$ cat src/rtl/accum_drain_if.sv
// accum_drain_if: control, limit and index/strobe signals between the tile sequencer side and the drain controller
interface accum_drain_if #(
  parameter int RW = 3,
  parameter int CW = 3,
  parameter int SW = 4
);
  logic          start;
  logic          abort;
  logic [RW-1:0] num_row_sub_m1;
  logic [CW-1:0] num_col_sub_m1;
  logic          out_ready;
  logic [SW-1:0] sub_row;
  logic [RW-1:0] submat_row_idx;
  logic [CW-1:0] submat_col_idx;
  logic          rd_en;
  logic          out_valid;
  logic          out_last;
  logic          busy;
  logic          done;
  modport master (
    output start, abort, num_row_sub_m1, num_col_sub_m1, out_ready,
    input  sub_row, submat_row_idx, submat_col_idx, rd_en, out_valid, out_last, busy, done
  );
  modport slave (
    input  start, abort, num_row_sub_m1, num_col_sub_m1, out_ready,
    output sub_row, submat_row_idx, submat_col_idx, rd_en, out_valid, out_last, busy, done
  );
endinterface

$ cat src/rtl/accum_drain_ctrl.sv
// accum_drain_ctrl: walks the accumulator table and issues back-pressured read strobes tagged valid/last
module accum_drain_ctrl #(
  parameter int MAX_OUT_ROWS = 128,
  parameter int MAX_OUT_COLS = 128,
  parameter int SYS_ARR_ROWS = 16,
  parameter int SYS_ARR_COLS = 16,
  parameter int RD_LAT       = 1
) (
  input logic          clk,
  input logic          rst_n,
  accum_drain_if.slave bus
);
  localparam int NRS = MAX_OUT_ROWS / SYS_ARR_ROWS;
  localparam int NCS = MAX_OUT_COLS / SYS_ARR_COLS;
  localparam int RW  = $clog2(NRS);
  localparam int CW  = $clog2(NCS);
  localparam int SW  = $clog2(SYS_ARR_ROWS);
  localparam logic [SW-1:0]     S_MAX     = SW'(SYS_ARR_ROWS - 1);
  localparam logic [RD_LAT-1:0] OUT_STAGE = RD_LAT'(1) << (RD_LAT - 1);
  typedef enum logic [1:0] {IDLE, DRAIN, FLUSH, DONE} state_t;
  state_t          state, state_nx;
  logic [RW-1:0]   row, row_lim;
  logic [CW-1:0]   col, col_lim;
  logic [SW-1:0]   sub;
  logic            aborted;
  logic [RD_LAT-1:0] vld_pipe, last_pipe;
  logic            rd, last_beat, drained;
  // state register
  always_ff @(posedge clk or negedge rst_n)
    if (!rst_n) state <= IDLE;
    else state <= state_nx;
  // read strobe, last-beat tag and next state; FLUSH leaves once only the output stage may still hold a beat
  always_comb begin
    rd        = state == DRAIN && bus.out_ready && !bus.abort;
    last_beat = rd && row == row_lim && col == col_lim && sub == S_MAX;
    drained   = (vld_pipe & ~OUT_STAGE) == '0;
    state_nx  = state;
    case (state)
      IDLE:    state_nx = bus.start ? DRAIN : IDLE;
      DRAIN:   state_nx = (bus.abort || last_beat) ? FLUSH : DRAIN;
      FLUSH:   state_nx = drained ? (aborted ? IDLE : DONE) : FLUSH;
      default: state_nx = IDLE;
    endcase
  end
  // limit latch, abort flag and (row, col, sub) walk with sub innermost
  always_ff @(posedge clk or negedge rst_n)
    if (!rst_n) begin
      row_lim <= '0;
      col_lim <= '0;
      row     <= '0;
      col     <= '0;
      sub     <= '0;
      aborted <= 1'b0;
    end else if (state == IDLE && bus.start) begin
      row_lim <= bus.num_row_sub_m1;
      col_lim <= bus.num_col_sub_m1;
      row     <= '0;
      col     <= '0;
      sub     <= '0;
      aborted <= 1'b0;
    end else if (state == DRAIN && bus.abort) begin
      aborted <= 1'b1;
    end else if (rd) begin
      sub <= sub == S_MAX ? '0 : sub + 1'b1;
      if (sub == S_MAX) begin
        col <= col == col_lim ? '0 : col + 1'b1;
        if (col == col_lim) row <= row + 1'b1;
      end
    end
  // fixed-latency valid/last delay line matching the table read latency
  always_ff @(posedge clk or negedge rst_n)
    if (!rst_n) begin
      vld_pipe  <= '0;
      last_pipe <= '0;
    end else begin
      vld_pipe  <= (vld_pipe << 1) | RD_LAT'(rd);
      last_pipe <= (last_pipe << 1) | RD_LAT'(last_beat);
    end
  assign bus.rd_en          = rd;
  assign bus.out_valid      = vld_pipe[RD_LAT-1];
  assign bus.out_last       = last_pipe[RD_LAT-1];
  assign bus.busy           = state == DRAIN || state == FLUSH;
  assign bus.done           = state == DONE;
  assign bus.sub_row        = sub;
  assign bus.submat_row_idx = row;
  assign bus.submat_col_idx = col;
endmodule

$ cat src/flat_wrapper.sv
// flat-port wrapper written by rule: the top's interface ports become plain ports
module accum_drain_ctrl_flat 
#(
  parameter int MAX_OUT_ROWS = 128,
  parameter int MAX_OUT_COLS = 128,
  parameter int SYS_ARR_ROWS = 16,
  parameter int SYS_ARR_COLS = 16,
  parameter int RD_LAT       = 1
)
  (clk, rst_n, bus_start, bus_abort, bus_num_row_sub_m1, bus_num_col_sub_m1, bus_out_ready, bus_sub_row, bus_submat_row_idx, bus_submat_col_idx, bus_rd_en, bus_out_valid, bus_out_last, bus_busy, bus_done);
  accum_drain_if #(.RW(3), .CW(3), .SW(4)) bus_i ();
  input logic clk;
  input logic rst_n;
  input wire logic [$bits(bus_i.start)-1:0] bus_start;
  input wire logic [$bits(bus_i.abort)-1:0] bus_abort;
  input wire logic [$bits(bus_i.num_row_sub_m1)-1:0] bus_num_row_sub_m1;
  input wire logic [$bits(bus_i.num_col_sub_m1)-1:0] bus_num_col_sub_m1;
  input wire logic [$bits(bus_i.out_ready)-1:0] bus_out_ready;
  output wire logic [$bits(bus_i.sub_row)-1:0] bus_sub_row;
  output wire logic [$bits(bus_i.submat_row_idx)-1:0] bus_submat_row_idx;
  output wire logic [$bits(bus_i.submat_col_idx)-1:0] bus_submat_col_idx;
  output wire logic [$bits(bus_i.rd_en)-1:0] bus_rd_en;
  output wire logic [$bits(bus_i.out_valid)-1:0] bus_out_valid;
  output wire logic [$bits(bus_i.out_last)-1:0] bus_out_last;
  output wire logic [$bits(bus_i.busy)-1:0] bus_busy;
  output wire logic [$bits(bus_i.done)-1:0] bus_done;
  assign bus_i.start = bus_start;
  assign bus_i.abort = bus_abort;
  assign bus_i.num_row_sub_m1 = bus_num_row_sub_m1;
  assign bus_i.num_col_sub_m1 = bus_num_col_sub_m1;
  assign bus_i.out_ready = bus_out_ready;
  assign bus_sub_row = bus_i.sub_row;
  assign bus_submat_row_idx = bus_i.submat_row_idx;
  assign bus_submat_col_idx = bus_i.submat_col_idx;
  assign bus_rd_en = bus_i.rd_en;
  assign bus_out_valid = bus_i.out_valid;
  assign bus_out_last = bus_i.out_last;
  assign bus_busy = bus_i.busy;
  assign bus_done = bus_i.done;
  accum_drain_ctrl #(.MAX_OUT_ROWS(MAX_OUT_ROWS), .MAX_OUT_COLS(MAX_OUT_COLS), .SYS_ARR_ROWS(SYS_ARR_ROWS), .SYS_ARR_COLS(SYS_ARR_COLS), .RD_LAT(RD_LAT)) u_core (.clk(clk), .rst_n(rst_n), .bus(bus_i));
endmodule
$ cat config.mk
export PLATFORM = sky130hd
export DESIGN_NAME = accum_drain_ctrl_flat
export DESIGN_NICKNAME = d
export VERILOG_FILES = /design/src/rtl/accum_drain_if.sv /design/src/rtl/accum_drain_ctrl.sv /design/src/flat_wrapper.sv
export SDC_FILE = /design/constraint.sdc
export NUM_CORES = 1
export LEC_CHECK = 0
export BUFFER_PORTS_ARGS = -buffer_cell sky130_fd_sc_hd__buf_2
export CAP_MARGIN = 10
export CORE_UTILIZATION = 45
export CTS_BUF_LIST = sky130_fd_sc_hd__clkbuf_16
export DETAILED_ROUTE_END_ITERATION = 7
export PLACE_DENSITY = 0.8
export SYNTH_ARGS = -nofsm -noshare
export SYNTH_HDL_FRONTEND = slang
export SYNTH_SLANG_ARGS = --single-unit
export TNS_END_PERCENT = 1
$ cat constraint.sdc
create_clock -name clk -period 2.7 [get_ports clk]
set_input_delay 0.54 -clock clk [delete_from_list [all_inputs] [get_ports clk]]
set_output_delay 0.54 -clock clk [all_outputs]
set_load 0.02 [all_outputs]
==> results of run 1 <==
==> how the worst max path moves through the flow <==
stage	depth (start not counted)	to	startpoint
4_1_cts	5	bus_rd_en	u_core.state[1]
2_1_floorplan	6	u_core.bus.submat_row_idx[2]	u_core.bus.sub_row[0]
5_1_grt	5	bus_rd_en	u_core.state[1]
6_report	5	bus_rd_en	u_core.state[1]
3_3_place_gp	5	u_core.bus.submat_row_idx[2]	bus_abort
3_5_place_dp	6	u_core.bus.submat_row_idx[2]	u_core.state[1]
==> metal layers <==
layer  track usage [%]  wire length (um)  vias up
met5                 0                 0        -
met4             8.333                38        0
met3             4.545                86        4
met2             33.33               976       24
met1             24.38               971      402
li1                  -                 -      426
==> power by group <==
part	switching [mW]	internal, mW
clock	0.108	0.197
combinational	0.245	0.145
sequential	0.0639	0.394
total	0.417	0.736
==> layout by cell type, fill, tap and decap left out, types with 2 or more instances in the layout <==
master      n
o21ai_0     3
a21oi_1    10
mux2i_1     2
clkbuf_16   3
ha_1        7
nand2_1    30
or3_1       2
xnor2_1     5
nor2b_1     2
nand3_1     3
nor2_1      8
buf_2      25
dfrtp_1    21
xor2_1      2
inv_1       5
==> stage by stage <==
stage | util, % | hold WS [ns] | worst slack, ns | instances
after floorplan | - | 0.2444 | 0.8693 | 113
after global placement | 54.12 | 0.4797 | 0.8351 | 163
after detailed placement | 54.12 | 0.4879 | 0.7452 | 163
after CTS | 57.65 | 0.2588 | 0.6861 | 167
after global routing | 57.65 | 0.2711 | 0.6147 | 167
final | 57.65 | 0.2344 | 0.7059 | 167
==> sequential cells by signal, summed over array words and instances, names as in the netlist <==
name,cells
u_core.bus.sub_row,4
u_core.bus.submat_col_idx,3
u_core.bus.submat_row_idx,3
u_core.col_lim,3
u_core.row_lim,3
u_core.state,2
u_core.aborted,1
u_core.bus.out_last,1
u_core.bus.out_valid,1
==> worst reg2reg max path, cell delays in order, from the launching register on <==
cell	delay, ns
dfrtp_1	0.41
inv_1	0.09
ha_1	0.26
nand3b_4	0.12
or2_1	0.35
or4_1	0.51
a21oi_1	0.17
==> cell families after synthesis <==
family                   synth area share [%]
multiplexers                            1.876
buffers and inverters                   3.165
adder cells (fa/ha/maj)                 8.206
AND/OR/NAND/NOR                         23.33
AO/OA/AOI/OAI                           8.441
flip-flops                              49.24
XOR/XNOR                                5.745
==> area by class of cell <==
cell class / instances / area, sq um
Inverter: 4 / 15.01
Multi-Input combinational cell: 85 / 508.0
Clock buffer: 3 / 75.07
Clock inverter: 1 / 3.754
Sequential cell: 21 / 525.5
Tap cell: 28 / 35.03
Timing Repair Buffer: 25 / 125.1
Fill cell: 216 / 945.9
==> metrics.md, run 1 <==
| Metric | Value |
|---|---|
| CP max-delay cell | dfrtp_1 |
| Initial Util | 47.79% |
| Synth area leaders | dfrtp_1 (49%), nand2_1 (11%), ha_1 (8.2%), a21oi_1 (4.7%), xnor2_1 (4.1%) |
| Largest stage delay on the critical path | 0.41 ns |
| ANT nets after route | 0 |
| First-pass GRT wire length | 3.781 mm |
| Post-CTS sizing | 0 |
| GRT Overall Usage | 19.88% |
| Max FO, Critical Path | 6 |
| Synth-to-Final Area Change | 20.63% |
| Top Ports | 26 |
| Most common cell in the synthesized netlist | nand2_1 |
| Vert. Die Dim | 50.70 um |
| Die width | 50.70 um |
| Via-per-instance ratio | 5.126 |
| FF+latch count, synth | 21 |
| Drt pass-1 iters | 4 |
| Cell taking the most area after synthesis | dfrtp_1 |
| Power Total | 1.153 mW |
| Max-cap violations | 0 |
| Top cells by count, synth | nand2_1 (30), dfrtp_1 (21), a21oi_1 (10) |
| Internal reg-to-reg setup slack | 0.72 ns |
| CTS Hold Bufs | 0 |
| Die area | 0.002570 sq mm |
| Relative slew slack | 61.03% |
| Mapped cell area | 0.001067 sq mm |
| Top FF cell, synth | dfrtp_1 |
| Worst Hold Class | primary input to asynchronous set/reset pin |
| Power per standard cell area | 895.6 mW/mm^2 |
| Crit path required time | 2.16 ns |
| I/O Buffers | 25 |
| Final period utilization | 73.86% |
| Top cell type's share of synthesized area | 49.24% |
| Max Slew Vio Count | 0 |
| WS Path Type | register to output port |
| Total number of vias | 856 |
| Initial antenna violation count | 0 |
| Post CTS Setup Buffer Count | 0 |
| TNS Setup | 0 ns |
| Post-layout min period | 1.994 ns |
| Post-layout nets | 158 |
| Routability cong. | 0.8086 |
| CP arrival | 1.45 ns |
| FF-to-FF End | u_core.bus.submat_row_idx[2] |
| Clk buf depth | 2 |
| HPWL Detailed | 1.519 mm |
| Final instance area | 0.001287 sq mm |
| Vias in the first global route | 856 |
| Share of cells above drive strength 1 | 20.86% |
| Slew @ Worst Pin | 0.5845 ns |
| R2R cell count | 6 |
| Sequential area share after synthesis | 49.24% |
| Post-Place Cell Area | 0.001209 sq mm |
| Synth Instances | 113 |
| DRT iter0 DRCs | 10 |
| Final setup vio count | 0 |
| DR DRC count | 0 |
| LEAKAGE | 0.6688 nW |
| Core footprint | 0.002233 sq mm |
| Critical Path End Type | output port |
| Reg-to-Reg Start | u_core.state[1] |
| Clk Latency, worst-skew pair | 0.25 ns |
| Crit path max-delay family | buffers and inverters |
| Num CTS Buffers | 3 |
| Total gr overflow | 0 |
| Largest net degree at the start of global routing | 22 |
| Sink Count | 21 |
| CTS tree | built |
| Final wirelength | 2.072 mm |
| VDD IR max | 0.6399 mV |
| Status | finished clean |
| Ant diodes | 0 |
| Fin. Hold Viols | 0 |
| Yosys warns | 0 |
| Row count | 17 |
| CTS Root Cell | clkbuf_16 |
| FFs w/ async S/R, synth | 100.0% |
| Clock skew | 0.002962 ns |
| Fmax | 0.5015 GHz |
| Post-Syn Nets | 131 |
| Number of synthesized flops with an enable pin | 0 |
| Syn Area/Cell | 9.445 sq um |
| CP most frequent cell | inv_1 |
| Crit path buf inv count | 3 |
| CP Launch Type | register |
| RSZ-0062 raised after global routing | false |
| Post-synth cell types | 26 |
| Htree depth | 1 |
| Drt wl/cell | 12.41 um |
| Clock transition at path regs | 0.06 ns |
| Critical path, cell by cell | inv_1, ha_1, nand3b_4, inv_1, buf_2 |
No activity file was read; power rests on OpenSTA's default activity.
==> inputs of run 2 (changes only) <==
clock period = 1.89 ns   (was 2.7 ns; I/O delays follow)
==> metrics.md, run 2 (synthesis results as in run 1) <==
| Metric | Value |
|---|---|
| Htree depth | 1 (unchanged) |
| Most frequent cells in the layout | nand2_1 (30), buf_2 (25), dfrtp_1 (21) |
| CP startpoint | u_core.state[1] |
| DRT iter0 DRCs | 9 (-1) |
| Largest stage delay on the critical path | 0.47 ns (+0.06 ns) |
| Post-CTS sizing | 1 (+1) |
| VDD IR max | 0.7588 mV (+19%) |
| Max FO, Critical Path | 7 (+1) |
| Die width | 50.70 um (unchanged) |
| Share of cells above drive strength 1 | 24.82% (+4.0 points) |
| Routability cong. | 0.7207 (-11%) |
| First-pass GRT wire length | 3.463 mm (-8.4%) |
| Post-layout min period | 1.745 ns |
| ANT nets after route | 0 (unchanged) |
| Max Slew Vio Count | 0 (unchanged) |
| DR DRC count | 0 (unchanged) |
| Synth-to-Final Area Change | 23.56% |
| Crit path buf inv count | 1 (-2) |
| Critical path depth | 6 (+1) |
| WS Path Type | register to register |
| Fmax | 0.5731 GHz |
| Row count | 17 (unchanged) |
| RSZ-0062 raised after global routing | false |
| Total number of vias | 838 (-2.1%) |
| Die area | 0.002570 sq mm (unchanged) |
| Final period utilization | 92.32% |
| Relative slew slack | 68.40% (+7.4 points) |
| Drt pass-1 iters | 4 (unchanged) |
| Clock transition at path regs | 0.06 ns (about the same) |
| Top Ports | 26 (unchanged) |
| CTS Root Cell | clkbuf_16 |
| Final instance area | 0.001319 sq mm (+2.4%) |
| Vias in the first global route | 801 (-6.4%) |
| Post CTS Setup Buffer Count | 0 (unchanged) |
| Largest net degree at the start of global routing | 22 (unchanged) |
| Sink Count | 21 (unchanged) |
| Vert. Die Dim | 50.70 um (unchanged) |
| Final wirelength | 1.981 mm (-4.4%) |
| CP max-delay cell | or4_1 |
| Drt wl/cell | 11.72 um (-5.5%) |
| Initial Util | 47.79% (unchanged) |
| Status | finished clean |
| Critical Path End Type | register |
| Initial antenna violation count | 0 (unchanged) |
| Critical path, cell by cell | inv_2, ha_4, nand3b_4, or2_4, or4_1, a21oi_1 |
| TNS Setup | 0 ns (unchanged) |
| Flip-flop count of the largest register after layout | 4 (unchanged) |
| Slew @ Worst Pin | 0.4740 ns (-0.1105 ns) |
| Worst Hold Class | primary input to asynchronous set/reset pin |
| LEAKAGE | 0.6788 nW (+1.5%) |
| Clock skew | 0.002499 ns (-0.0004637 ns) |
| Post-layout nets | 160 (+1.3%) |
| Reg-to-Reg Start | u_core.state[1] |
| CP arrival | 1.92 ns (+0.47 ns) |
| Clk buf depth | 2 (unchanged) |
| Crit path required time | 2.07 ns (-0.09 ns) |
| Final setup vio count | 0 (unchanged) |
| FF-to-FF End | u_core.bus.submat_row_idx[2] |
| Crit path max-delay family | simple AND/OR/NAND/NOR gates |
| Post-Place Cell Area | 0.001224 sq mm (+1.2%) |
| Crit path to | u_core.bus.submat_row_idx[2] |
| Power per standard cell area | 1279 mW/mm^2 (+43%) |
| HPWL Detailed | 1.463 mm (-3.7%) |
| Core footprint | 0.002233 sq mm (unchanged) |
| I/O Buffers | 25 (unchanged) |
| Num CTS Buffers | 3 (unchanged) |
| Via-per-instance ratio | 4.959 (-3.3%) |
| CTS tree | built |
| Ant diodes | 0 (unchanged) |
| Total gr overflow | 0 (unchanged) |
| Max-cap violations | 0 (unchanged) |
| Most common cell after layout, fill and taps aside | nand2_1 |
| GRT Overall Usage | 18.14% (-1.7 points) |
| R2R cell count | 6 (unchanged) |
| CTS Hold Bufs | 0 (unchanged) |
| Clk Latency, worst-skew pair | 0.25 ns (about the same) |
| Internal reg-to-reg setup slack | 0.15 ns (-0.57 ns) |
| CP Launch Type | register |
| Fin. Hold Viols | 0 (unchanged) |
==> run 2: changes by cell type in the layout (fill, tap and decap cells not counted), sizes merged <==
cell	change
buf	+2
clkinv	+1
inv	-1
==> run 2: cell type report <==
class	count	area (sq um)
fill	203	914.6
sequential	21	525.5
multi-input combinational	85	523.0
timing repair buffer	27	140.1
clock buffer	3	75.07
tap	28	35.03
inverter	4	15.01
clock inverter	1	5.005
==> run 2: per-layer routing <==
| layer | vias up | GRT usage (%) | routed length, um |
|---|---|---|---|
| met1 | 378 | 23.37 | 916 |
| met2 | 27 | 30.22 | 941 |
| met4 | 0 | 6.944 | 23 |
| met3 | 3 | 3.030 | 100 |
| met5 | - | 0 | 0 |
| li1 | 430 | - | - |
==> run 2: through the flow <==
step	hold WS (ns)	std cells	utilization (%)	total power, mW	worst slack [ns]
after CTS	0.08887	169	58.49	1.677	0.02850
after floorplan	0.08241	113	-	1.072	0.05931
after detailed placement	0.3604	165	54.79	1.226	0.004820
after global routing	0.1032	169	59.05	1.811	0.04148
final	0.07648	169	59.05	1.687	0.1452
after global placement	0.3563	165	54.79	1.204	0.09530
==> run 2: report_power, final <==
part | switching, mW | total [mW] | internal, mW
logic | 0.356 | 0.585 | 0.229
registers | 0.0950 | 0.657 | 0.562
clock network | 0.160 | 0.444 | 0.284
total | 0.611 | 1.69 | 1.08
==> run 2: worst min-delay path by stage <==
stage | startpoint | endpoint | slack (ns)
2_1_floorplan | rst_n | u_core.aborted | 0.08
3_3_place_gp | rst_n | u_core.aborted | 0.36
3_5_place_dp | rst_n | u_core.bus.out_last | 0.36
4_1_cts | rst_n | u_core.bus.sub_row[1] | 0.09
5_1_grt | rst_n | u_core.bus.submat_row_idx[2] | 0.10
6_report | rst_n | u_core.bus.sub_row[1] | 0.08
